File: config.mk
export PLATFORM = sky130hd
export DESIGN_NAME = reg_write_arbiter
export DESIGN_NICKNAME = d
export VERILOG_FILES = /design/src/rtl/reg_write_arbiter_pkg.sv /design/src/rtl/reg_write_arbiter_rr_arb2.sv /design/src/rtl/reg_write_arbiter.sv
export SDC_FILE = /design/constraint.sdc
export NUM_CORES = 1
export LEC_CHECK = 0
export ABC_AREA = 1
export BUFFER_PORTS_ARGS = -buffer_cell sky130_fd_sc_hd__buf_2
export CAP_MARGIN = 20
export CORE_ASPECT_RATIO = 0.8
export CORE_MARGIN = 2
export CORE_UTILIZATION = 50
export DETAILED_ROUTE_END_ITERATION = 10
export PLACE_DENSITY = 0.81
export SYNTH_ARGS = -nofsm -noshare
export SYNTH_HDL_FRONTEND = slang
export SYNTH_HIERARCHICAL = 1
export SYNTH_SLANG_ARGS = --single-unit
File: constraint.sdc
create_clock -name Clk -period 2.8 [get_ports Clk]
set_input_delay 0.56 -clock Clk [delete_from_list [all_inputs] [get_ports Clk]]
set_output_delay 0.56 -clock Clk [all_outputs]
set_load 0.05 [all_outputs]
File: src/rtl/reg_write_arbiter_pkg.sv
// Shared widths, slot record and arbiter state type for the register-file write arbiter.
// The statistics counters are built only when RWA_STATS_EN is defined.
package reg_write_arbiter_pkg;
  localparam int ADDR_W  = 5;
  localparam int DATA_W  = 32;
  localparam int NUM_REQ = 2;
  localparam int CNT_W   = 16;
  localparam int DROP_W  = 8;

  typedef struct packed {
    logic              valid;
    logic [ADDR_W-1:0] addr;
    logic [DATA_W-1:0] data;
  } slot_t;

  // Which requester won the most recent grant; the other one wins the next tie.
  typedef enum logic {
    LAST_REQ0 = 1'b0,
    LAST_REQ1 = 1'b1
  } last_grant_e;

  function automatic logic [DROP_W-1:0] sat_add_drop(input logic [DROP_W-1:0] cnt,
                                                     input logic [1:0] inc);
    logic [DROP_W:0] sum;
    sum = {1'b0, cnt} + {{(DROP_W-1){1'b0}}, inc};
    return sum[DROP_W] ? {DROP_W{1'b1}} : sum[DROP_W-1:0];
  endfunction
endpackage

File: src/rtl/reg_write_arbiter_rr_arb2.sv
// Two-way round-robin arbiter: combinational grant over the request vector,
// with the last-winner register exposed as last_grant for observation.
module rr_arb2
  import reg_write_arbiter_pkg::*;
(
  input  logic               clk,
  input  logic               reset,
  input  logic [NUM_REQ-1:0] req,
  output logic [NUM_REQ-1:0] grant,
  output last_grant_e        last_grant
);
  last_grant_e last_next;

  always_ff @(posedge clk) begin
    if (reset) begin
      last_grant <= LAST_REQ1;
    end else begin
      last_grant <= last_next;
    end
  end

  // The winner is remembered only on cycles that actually grant.
  always_comb begin
    last_next = last_grant;
    if (grant[0]) begin
      last_next = LAST_REQ0;
    end else if (grant[1]) begin
      last_next = LAST_REQ1;
    end
  end

  always_comb begin
    grant = '0;
    case (req)
      2'b01:   grant = 2'b01;
      2'b10:   grant = 2'b10;
      2'b11:   grant = (last_grant == LAST_REQ1) ? 2'b01 : 2'b10;
      default: grant = '0;
    endcase
  end
endmodule

File: src/rtl/reg_write_arbiter.sv
// Two requesters, one holding slot each, arbitrated round-robin onto one register-file write port.
// Define RWA_STATS_EN to build the Write_Count / Drop_Count statistics counters.
module reg_write_arbiter
  import reg_write_arbiter_pkg::*;
(
  input  logic              Clk,
  input  logic              Reset,
  input  logic              Req0_Valid,
  input  logic [ADDR_W-1:0] Req0_Addr,
  input  logic [DATA_W-1:0] Req0_Data,
  output logic              Req0_Ready,
  input  logic              Req1_Valid,
  input  logic [ADDR_W-1:0] Req1_Addr,
  input  logic [DATA_W-1:0] Req1_Data,
  output logic              Req1_Ready,
  output logic [ADDR_W-1:0] W_Addr,
  output logic [DATA_W-1:0] W_Data,
  output logic              Write_Reg,
  output logic              Grant_Id,
  output logic [CNT_W-1:0]  Write_Count,
  output logic [DROP_W-1:0] Drop_Count
);
  // Handshake: a request transfers on a rising edge where Valid && Ready.
  // Ready is high when the slot is empty or is being drained this cycle,
  // and is forced low while Reset is asserted.
  logic [NUM_REQ-1:0] req_valid;
  logic [ADDR_W-1:0]  req_addr [NUM_REQ];
  logic [DATA_W-1:0]  req_data [NUM_REQ];
  logic [NUM_REQ-1:0] ready;
  logic [NUM_REQ-1:0] load;
  logic [NUM_REQ-1:0] drop;
  logic [NUM_REQ-1:0] hold_valid;
  logic [NUM_REQ-1:0] grant;
  slot_t              slot_q [NUM_REQ];
  last_grant_e        arb_state;

  assign req_valid   = {Req1_Valid, Req0_Valid};
  assign req_addr[0] = Req0_Addr;
  assign req_addr[1] = Req1_Addr;
  assign req_data[0] = Req0_Data;
  assign req_data[1] = Req1_Data;
  assign Req0_Ready  = ready[0];
  assign Req1_Ready  = ready[1];

  always_comb begin
    hold_valid = '0;
    ready      = '0;
    load       = '0;
    drop       = '0;
    for (int n = 0; n < NUM_REQ; n++) begin
      hold_valid[n] = slot_q[n].valid;
      ready[n]      = !Reset && (!slot_q[n].valid || grant[n]);
      load[n]       = req_valid[n] && ready[n] && (req_addr[n] != '0);
      drop[n]       = req_valid[n] && ready[n] && (req_addr[n] == '0);
    end
  end

  // Masking the requests during Reset keeps stale slots from producing a write.
  rr_arb2 u_arb (
    .clk        (Clk),
    .reset      (Reset),
    .req        (hold_valid & {NUM_REQ{~Reset}}),
    .grant      (grant),
    .last_grant (arb_state)
  );

  // A refill on the draining edge wins over the clear.
  always_ff @(posedge Clk) begin
    for (int n = 0; n < NUM_REQ; n++) begin
      if (Reset) begin
        slot_q[n] <= '0;
      end else if (load[n]) begin
        slot_q[n] <= '{valid: 1'b1, addr: req_addr[n], data: req_data[n]};
      end else if (grant[n]) begin
        slot_q[n].valid <= 1'b0;
      end
    end
  end

  always_comb begin
    Write_Reg = |grant;
    W_Addr    = '0;
    W_Data    = '0;
    Grant_Id  = 1'b0;
    if (grant[1]) begin
      W_Addr   = slot_q[1].addr;
      W_Data   = slot_q[1].data;
      Grant_Id = 1'b1;
    end else if (grant[0]) begin
      W_Addr = slot_q[0].addr;
      W_Data = slot_q[0].data;
    end
  end

`ifdef RWA_STATS_EN
  always_ff @(posedge Clk) begin
    if (Reset) begin
      Write_Count <= '0;
      Drop_Count  <= '0;
    end else begin
      if (Write_Reg) begin
        Write_Count <= Write_Count + 16'd1;
      end
      Drop_Count <= sat_add_drop(Drop_Count, {1'b0, drop[0]} + {1'b0, drop[1]});
    end
  end
`else
  assign Write_Count = '0;
  assign Drop_Count  = '0;
`endif
endmodule

==> results.md, run 1 <==
- Reg2Reg Depth: 12
- Synthesis Warnings: 6
- Critical path arrival: 2.05 ns
- Clock period minus worst slack: 2.61 ns
- Total length of routed wires: 8090 um
- Critical Path Source Type: register
- Final number of setup-violating endpoints: 0
- Switching part of the total: 30.1%
- Slew Viols, Final: 0
- RSZ-0062 raised after global routing: no
- Die ar.: 8450 sq um
- Capture point of the worst path: W_Addr[1]
- Drt first pass iters: 4
- Hold Path Origin: Reset
- Worst setup path start: slot_q[0][37]
- Status: finished clean
- Largest net degree at the start of global routing: 40
- Gr usage total: 20.2%
- H-tree lvl count: 3
- Drt via density: 4.52
- Adder-cell share of the synthesized area: 0%
- Synthesized cell area: 3860 sq um
- IO buf count: 118
- Clock sink count: 77
- Post_cts resized: 0
- Worst min-delay path class: primary input to register
- Global route total overflow: 0
- Sequential fraction of the synthesis area: 59.6%
- Drc violations: 0
- CP max FO: 23
- Post-Synthesis Cells: 421
- Most frequent cells in the layout: buf_2, inv_1, nand2_1, edfxtp_1, nor2_1
- Initial core utilization: 52.0%
- Comb pwr share: 19.9%
- Synth Register Bits: 77
- GP Congestion: 0.816
- CP Class: register to output pin
- Compound-cell area share of the yosys netlist: 0.518%
- Wl on met1: 3520 um
- Max cap viols: 0
- Fin Clk Skew: 0.00917 ns
- Unique cell type count in the Yosys netlist: 17
- Top Layer Used: met4
- Vias in the first global route: 2852
- Clock Tree Buf Depth: 2
- Die H: 82.6 um
- Core Area: 7430 sq um
- FP Rows: 28
- Max Fclk: 383 MHz
- Critical R2R Capture: slot_q[0][37]
- Area Overhead vs Synth: 20.4%
- Mux share of post-synthesis cell area: 0%
- Pwr/cell area: 585 nW/um^2
- Initial antenna violation count: 0
- Clock slew at the register clock pins of the worst setup and hold paths: 0.07 ns
- Critical path endpoint category: output pin
- Max VDD drop: 0.265 mV
- Post-DR wirelength/cell: 12.4 um
- Hold Fails Final Rpt: 0
- Clk_lat worst skew: 0.35 ns
- WP data required: 2.24 ns
- Setup Buffers After CTS: 0
- RR Startpoint: slot_q[0][37]
- Net Sw Power: 818 uW
- Global-route wire length before repair: 12800 um
- ANT cells: 0
- Commonest non-fill, non-tap cell in the layout: buf_2
- Final setup TNS: 0 ns
- DR iter-0 viols: 103
- Hold-fix buffer count after cts: 0
- Layout cell share with drive strength beyond 1: 30.5%
- Synth Area in XOR/XNOR: 0%
- Wire length on met2: 3910 um
- Root buffer cell: clkbuf_8
- Mean Syn Cell Area: 9.17 sq um
- Sequential share of power: 51.4%
- Clk pwr share: 28.8%
- Detail Placement HPWL: 5860 um
- CTS Buf Count: 9
- Area share of and/or/nand/nor cells after synthesis: 22.7%
- Via count: 2949
- Pint: 1.90 mW
- Die W: 102 um
- Nets: 621
- TritonCTS clock tree: built
- DRT antenna net count: 0
- Boundary pin count: 143
- Reg2reg setup slack: 0.55 ns
- Main combinational cell family by area after synthesis: simple AND/OR/NAND/NOR gates
- Period utilisation layout: 93.3%
- Pleak: 2.55 nW
- Final hold slack: 0.486 ns
- Met3 WL: 536 um
[metrics by stage]
stage | util (%) | power, mW | instance area [sq um] | instances | worst slack, ns
finish | 62.6 | 2.72 | 4650 | 652 | 0.187
global route | 62.6 | 2.84 | 4650 | 652 | 0.00431
CTS | 62.6 | 2.75 | 4650 | 652 | 0.160
detailed placement | 60.1 | 1.97 | 4470 | 637 | 0.194
global placement | 60.1 | 1.95 | 4470 | 637 | 0.280
floorplan | - | 1.84 | 3950 | 444 | 0.0445
[flip-flops by register name, indices dropped and copies added, names as in the netlist]
signal	cells
slot_q	76
u_arb/last_grant	1
[how the worst min path moves through the flow]
stage                                   to  slack [ns]  cells after the start
after floorplan           u_arb/last_grant        0.50                      3
after global placement    u_arb/last_grant        0.54                      2
after detailed placement  u_arb/last_grant        0.55                      2
after CTS                 u_arb/last_grant        0.48                      3
after global routing         slot_q[1][24]        0.50                      3
final                     u_arb/last_grant        0.49                      3
[logic make-up (layout without fill, tap and decap cells)]
group           count (synthesis)  after routing
flops                          77             77
simple gates                  209            209
compound gates                  2              2
other cells                     1             24
buf+inv                       132            235
[final cells by class]
class	instances	area [sq um]
tap	105	131
clock buffer	10	128
sequential	77	2300
inverter	88	330
clock inverter	5	52.6
timing repair buffer	132	696
fill	672	2780
multi-input combinational	235	1010
[worst max-delay path, cell delays in order (launching register included)]
cell	delay, ns
edfxtp_1	0.35
inv_1	0.05
nor2_1	0.22
a21boi_4	0.10
inv_2	0.32
buf_4	0.24
nand3_1	0.07
nand2_1	0.08
buf_2	0.26
[cells in the mapped netlist (all sizes together)]
cell type  instances  area [sq um]
a21boi             1          11.3
nand3             42           215
a21oi              1          8.76
clkbuf             2          7.51
inv               88           330
buf               42           320
dfxtp              1          20.0
edfxtp            76          2280
nand2             85           324
conb               1          3.75
nor2              82           338
[routing by layer]
metal / track usage, % / vias to the layer above
li1: - / 1474
met5: 0 / -
met1: 24.6 / 1342
met4: 7.33 / 0
met2: 34.9 / 119
met3: 5.47 / 14
[power groups by stage]
| stage | registers, mW | logic, mW | clock network [mW] |
|---|---|---|---|
| after global routing | 1.41 | 0.584 | 0.853 |
| after floorplan | 1.42 | 0.424 | 0 |
| after global placement | 1.42 | 0.532 | 0 |
| after CTS | 1.40 | 0.544 | 0.804 |
| after detailed placement | 1.42 | 0.542 | 0 |
| final | 1.40 | 0.540 | 0.782 |
Note: power is estimated with default switching activity, not from simulation.
==> run 2, diff against run 1 <==
--- a/config.mk
+++ b/config.mk
@@ -8,7 +8,7 @@
 export ABC_AREA = 1
 export BUFFER_PORTS_ARGS = -buffer_cell sky130_fd_sc_hd__buf_2
 export CAP_MARGIN = 20
-export CORE_ASPECT_RATIO = 0.8
+export CORE_ASPECT_RATIO = 0.7
 export CORE_MARGIN = 2
 export CORE_UTILIZATION = 50
 export DETAILED_ROUTE_END_ITERATION = 10
==> run 2 against run 1 <==
Effect of this change:
- via count is 1.7% lower
- largest cell class unchanged
- critical path type unchanged
- core utilization grew 0.26 points
- critical path depth increased by 2
- clock-buffer cell count fell by 1
- critical endpoint is now Req0_Ready
- largest power group unchanged
==> results.md, run 2 (synthesis results as in run 1) <==
- Status: finished clean (unchanged)
- Period utilisation layout: 90.9% (was 93.3%)
- Post_cts resized: 0 (unchanged)
- TritonCTS clock tree: built (unchanged)
- Boundary pin count: 143 (unchanged)
- Max cap viols: 0 (unchanged)
- Fin util: 62.8% (was 62.6%)
- Die W: 109 um (was 102 um)
- Cells along the critical path: inv_1, nor2_1, inv_1, a21oi_4, buf_12, inv_1, nand2_1, nand2_1, inv_1, buf_2 (was inv_1, nor2_1, a21boi_4, inv_2, buf_4, nand3_1, nand2_1, buf_2)
- Max Fclk: 393 MHz (was 383 MHz)
- Gr usage total: 19.5% (was 20.2%)
- Setup Buffers After CTS: 0 (unchanged)
- WP data required: 2.24 ns (about the same)
- Via count: 2898 (was 2949)
- Root buffer cell: clkbuf_8 (unchanged)
- Max reg flops: 76 (unchanged)
- Critical path endpoint category: output pin (unchanged)
- Most frequent cells in the layout: buf_2, inv_1, nand2_1, edfxtp_1, nor2_1 (unchanged)
- FP Rows: 26 (was 28)
- Largest net degree at the start of global routing: 40 (unchanged)
- CTS Buf Count: 9 (unchanged)
- Global-route wire length before repair: 12600 um (was 12800 um)
- CP max FO: 38 (was 23)
- ANT cells: 0 (unchanged)
- Initial antenna violation count: 0 (unchanged)
- Clock Tree Buf Depth: 2 (unchanged)
- Drt first pass iters: 4 (unchanged)
- Pwr/cell area: 586 nW/um^2 (was 585 nW/um^2)
- Post-DR wirelength/cell: 12.3 um (was 12.4 um)
- DR iter-0 viols: 171 (was 103)
- Actual slew at the worst max-slew pin: 0.505 ns
- Max VDD drop: 0.308 mV (was 0.265 mV)
- Crit-path max cell delay: 0.35 ns (about the same)
- Critical Path Source Type: register (unchanged)
- CP top delay family: buffers and inverters (unchanged)
- Core Area: 7380 sq um (was 7430 sq um)
- Final hold slack: 0.483 ns (was 0.486 ns)
- Clock slew at the register clock pins of the worst setup and hold paths: 0.07 ns (about the same)
- Drt via density: 4.51 (was 4.52)
- RSZ-0062 raised after global routing: no (unchanged)
- Area Overhead vs Synth: 20.2% (was 20.4%)
- H-tree lvl count: 3 (unchanged)
- Critical path arrival: 1.98 ns (was 2.05 ns)
- Clk_lat worst skew: 0.34 ns (was 0.35 ns)
- Final setup TNS: 0 ns (unchanged)
- Largest regs: slot_q (76), u_arb/last_grant (1) (unchanged)
- Hold Fails Final Rpt: 0 (unchanged)
- Layout cell share with drive strength beyond 1: 30.1% (was 30.5%)
- Slew Viols, Final: 0 (unchanged)
- CP Class: register to output pin (unchanged)
- Pleak: 2.54 nW (was 2.55 nW)
- Die ar.: 8450 sq um (about the same)
- Clock period minus worst slack: 2.54 ns (was 2.61 ns)
- Power, Total: 2.72 mW (about the same)
- Detail Placement HPWL: 5670 um (was 5860 um)
- CP dominant cell by count: inv_1
- Vias in the first global route: 2734 (was 2852)
- IO buf count: 118 (unchanged)
- Worst min-delay path class: primary input to register (unchanged)
- Global route total overflow: 0 (unchanged)
- Slowest CP cell: edfxtp_1 (unchanged)
- Clock sink count: 77 (unchanged)
- Drc violations: 0 (unchanged)
- Commonest non-fill, non-tap cell in the layout: buf_2 (unchanged)
- Biggest register: slot_q (unchanged)
- Nets: 618 (was 621)
- Slew margin rel.: 66.3%
- Fin Clk Skew: 0.00514 ns (was 0.00917 ns)
- Worst path bufs/invs: 6 (was 4)
- Initial core utilization: 52.3% (was 52.0%)
- Hold-fix buffer count after cts: 0 (unchanged)
- Total length of routed wires: 7900 um (was 8090 um)
- GP Congestion: 0.815 (was 0.816)
- Final number of setup-violating endpoints: 0 (unchanged)
- DRT antenna net count: 0 (unchanged)
- Die H: 77.5 um (was 82.6 um)
run 2: final cells by class:
type,instances,area (sq um)
sequential,77,2300
fill,618,2750
clock inverter,6,55.1
tap,98,123
inverter,88,330
timing repair buffer,129,698
clock buffer,9,124
multi-input combinational,235,1010
run 2: tightest hold or removal path: stages:
cell and delay (ns):
buf_2 0.12, inv_1 0.05, nand3_2 0.06
run 2: worst paths after layout:
path | startpoint | to | slack (ns) | depth (start not counted)
setup reg to reg | slot_q[0][37] | slot_q[0][29] | 0.63 | 12
setup / recovery | slot_q[0][37] | Req0_Ready | 0.26 | 10
hold / removal | Reset | u_arb/last_grant | 0.48 | 3
hold reg to reg | u_arb/last_grant | u_arb/last_grant | 0.56 | 2
run 2: per-stage QoR:
stage	std cells	setup WS [ns]	area [sq um]
after floorplan	444	0.0445	3950
after global placement	627	0.327	4460
after CTS	642	0.254	4640
after global routing	642	0.123	4640
final	642	0.255	4640
after detailed placement	627	0.276	4460
run 2: routing by layer:
metal	up-vias	track usage (%)	routed length [um]
li1	1469	-	-
met1	1287	26.3	3490
met2	134	29.9	3600
met3	8	6.13	751
met4	0	6.28	57
met5	-	0	0
run 2: power breakdown:
| part | internal [mW] | switching (mW) | total, mW |
|---|---|---|---|
| clock | 0.397 | 0.383 | 0.781 |
| sequential | 1.37 | 0.0263 | 1.40 |
| combinational | 0.130 | 0.409 | 0.540 |
| total | 1.90 | 0.819 | 2.72 |
==> run 3, diff against run 2 <==
==> constraint.sdc (replaced) <==
create_clock -name Clk -period 2.5 [get_ports Clk]
set_input_delay 0 -clock Clk [delete_from_list [all_inputs] [get_ports Clk]]
set_output_delay 0 -clock Clk [all_outputs]
set_load 0.05 [all_outputs]
==> run 3 against run 2 <==
Effect of this change:
- clock-buffer cell count increased by 1
- global-route usage increased by 2.7 points
- register-to-register slack got worse by 0.16 ns
- die area unchanged
- via count increased by 12%
- clock skew increased by 0.0034 ns
- sequential power increased by 11%
- cell count increased by 11%
- final area increased by 17%
- combinational power increased by 29%
- wire length increased by 18%
- critical path depth decreased by 2
==> results.md, run 3 (synthesis results as in run 1) <==
- Detail Placement HPWL: 5660 um (was 5670 um)
- TritonCTS clock tree: built (unchanged)
- Switching part of the total: 28.3% (was 30.1%)
- H-tree lvl count: 3 (unchanged)
- FP Rows: 26 (unchanged)
- WP data required: 2.50 ns (was 2.24 ns)
- Nets: 690 (was 618)
- Clk_lat worst skew: 0.34 ns (about the same)
- Clock sink count: 77 (unchanged)
- Final number of setup-violating endpoints: 0 (unchanged)
- Boundary pin count: 143 (unchanged)
- Core Area: 7380 sq um (unchanged)
- Period utilisation layout: 85.4%
- Biggest register: slot_q (unchanged)
- Final setup TNS: 0 ns (unchanged)
- DRT antenna net count: 0 (unchanged)
- Critical Path Source Type: register (unchanged)
- Placed inst area: 4430 sq um (was 4460 sq um)
- Area Overhead vs Synth: 40.2% (was 20.2%)
- ANT cells: 0 (unchanged)
- Global route total overflow: 0 (unchanged)
- Initial core utilization: 52.3% (unchanged)
- Clock period minus worst slack: 2.13 ns
- Max VDD drop: 0.400 mV (was 0.308 mV)
- Place WS: 0.467 ns (was 0.276 ns)
- Drt via density: 4.53 (was 4.51)
- GP Congestion: 0.774 (was 0.815)
- Drc violations: 0 (unchanged)
- Vias in the first global route: 3122 (was 2734)
- Pint: 2.41 mW (was 1.90 mW)
- Sequential share of power: 46.5% (was 51.4%)
- Placed cell count: 624 (was 627)
- Most frequent cells in the layout: buf_2, inv_1, nand2_1, edfxtp_1, dlygate4sd3_1 (was buf_2, inv_1, nand2_1, edfxtp_1, nor2_1)
- Gr usage total: 22.1% (was 19.5%)
- Drt first pass iters: 5 (was 4)
- CP Class: register to output pin (unchanged)
- Pleak: 2.87 nW (was 2.54 nW)
- Worst setup margin: 0.365 ns (was 0.255 ns)
- Status: finished clean (unchanged)
- Die H: 77.5 um (unchanged)
- Finished Cell Area: 5420 sq um (was 4640 sq um)
- IO buf count: 118 (unchanged)
- Critical path endpoint category: output pin (unchanged)
- Fin Clk Skew: 0.00854 ns (was 0.00514 ns)
- Layout cell share with drive strength beyond 1: 26.4% (was 30.1%)
- Critical path arrival: 2.13 ns (was 1.98 ns)
- Global-route wire length before repair: 14200 um (was 12600 um)
- Commonest non-fill, non-tap cell in the layout: buf_2 (unchanged)
- Die W: 109 um (unchanged)
- Initial antenna violation count: 0 (unchanged)
- Root buffer cell: clkbuf_8 (unchanged)
- Post-DR wirelength/cell: 13.0 um (was 12.3 um)
- Worst setup path start: slot_q[0][37] (unchanged)
- Hold Fails Final Rpt: 0 (unchanged)
- Post_cts resized: 0 (unchanged)
- Finished Layout Cells: 715 (was 642)
- Slew Viols, Final: 0 (unchanged)
- Worst min-delay path class: primary input to register (unchanged)
- Clock slew at the register clock pins of the worst setup and hold paths: 0.07 ns (about the same)
- CP max FO: 37 (was 38)
- Net Sw Power: 953 uW (was 819 uW)
- RR Startpoint: slot_q[1][37] (was slot_q[0][37])
- Die ar.: 8450 sq um (unchanged)
- RSZ-0062 raised after global routing: no (unchanged)
- Clock Tree Buf Depth: 2 (unchanged)
- Total length of routed wires: 9320 um (was 7900 um)
- Max cap viols: 0 (unchanged)
- Via count: 3241 (was 2898)
- Clk pwr share: 32.9% (was 28.7%)
- Max Fclk: 468 MHz
- Pwr/cell area: 622 nW/um^2 (was 586 nW/um^2)
- DR iter-0 viols: 203 (was 171)
- Hold Path Origin: Req0_Valid (was Reset)
- Max reg flops: 76 (unchanged)
- Largest regs: slot_q (76), u_arb/last_grant (1) (unchanged)
- Largest net degree at the start of global routing: 40 (unchanged)
- Comb pwr share: 20.7% (was 19.9%)
- CTS Buf Count: 9 (unchanged)
-- run 3: changes by cell type in the layout (fill, tap and decap cells not counted), moves of 2 or more --
cell and change:
clkinv_1 -2, buf_4 -2, bufinv_16 +2, dlygate4sd3_1 +75
-- run 3: worst paths after layout --
check | to | slack (ns) | cells past startpoint
min reg2reg | u_arb/last_grant | 0.56 | 2
max reg2reg | slot_q[1][30] | 0.47 | 10
min | slot_q[0][35] | 0.37 | 6
max | W_Data[20] | 0.37 | 8
-- run 3: layer usage --
layer / up-vias / global-route usage, % / share of wire (%)
met4: 0 / 5.64 / 0.63
met1: 1481 / 27.2 / 41
met2: 141 / 38.5 / 50
met3: 6 / 5.88 / 8.0
li1: 1613 / - / -
met5: - / 0 / 0
-- run 3: through the flow --
| step | total power [mW] | hold WS (ns) | utilization, % |
|---|---|---|---|
| after global placement | 2.18 | 0.261 | 59.9 |
| after CTS | 3.39 | 0.352 | 73.3 |
| after global routing | 3.49 | 0.395 | 73.3 |
| final | 3.37 | 0.369 | 73.3 |
| after detailed placement | 2.19 | 0.265 | 59.9 |
| after floorplan | 2.06 | 0.108 | - |
-- run 3: power groups by stage --
| stage | logic [mW] | registers (mW) | clock network [mW] |
|---|---|---|---|
| final | 0.695 | 1.56 | 1.11 |
| after global routing | 0.747 | 1.58 | 1.17 |
| after CTS | 0.691 | 1.56 | 1.13 |
| after detailed placement | 0.600 | 1.59 | 0 |
| after global placement | 0.591 | 1.59 | 0 |
| after floorplan | 0.475 | 1.59 | 0 |
-- run 3: cell type report --
cell class	count	area, sq um
sequential	77	2300
fill	531	1970
timing repair buffer	201	1410
multi-input combinational	235	1010
inverter	88	330
clock buffer	10	128
tap	98	123
clock inverter	6	111
-- run 3: repair_timing --
| action | in CTS | in global routing |
|---|---|---|
| buffers inserted | 0 | 0 |
| endpoints found under the hold margin | 75 | 0 |
| hold buffers | 75 | 0 |
-- run 3: worst max-delay path: stages (launching register included) --
cell and delay, ns:
edfxtp_1 0.35, inv_1 0.04, nor2_1 0.20, inv_1 0.13, a21oi_4 0.14, buf_4 0.39, nand3_1 0.15, nand2_1 0.11
buf_2 0.27
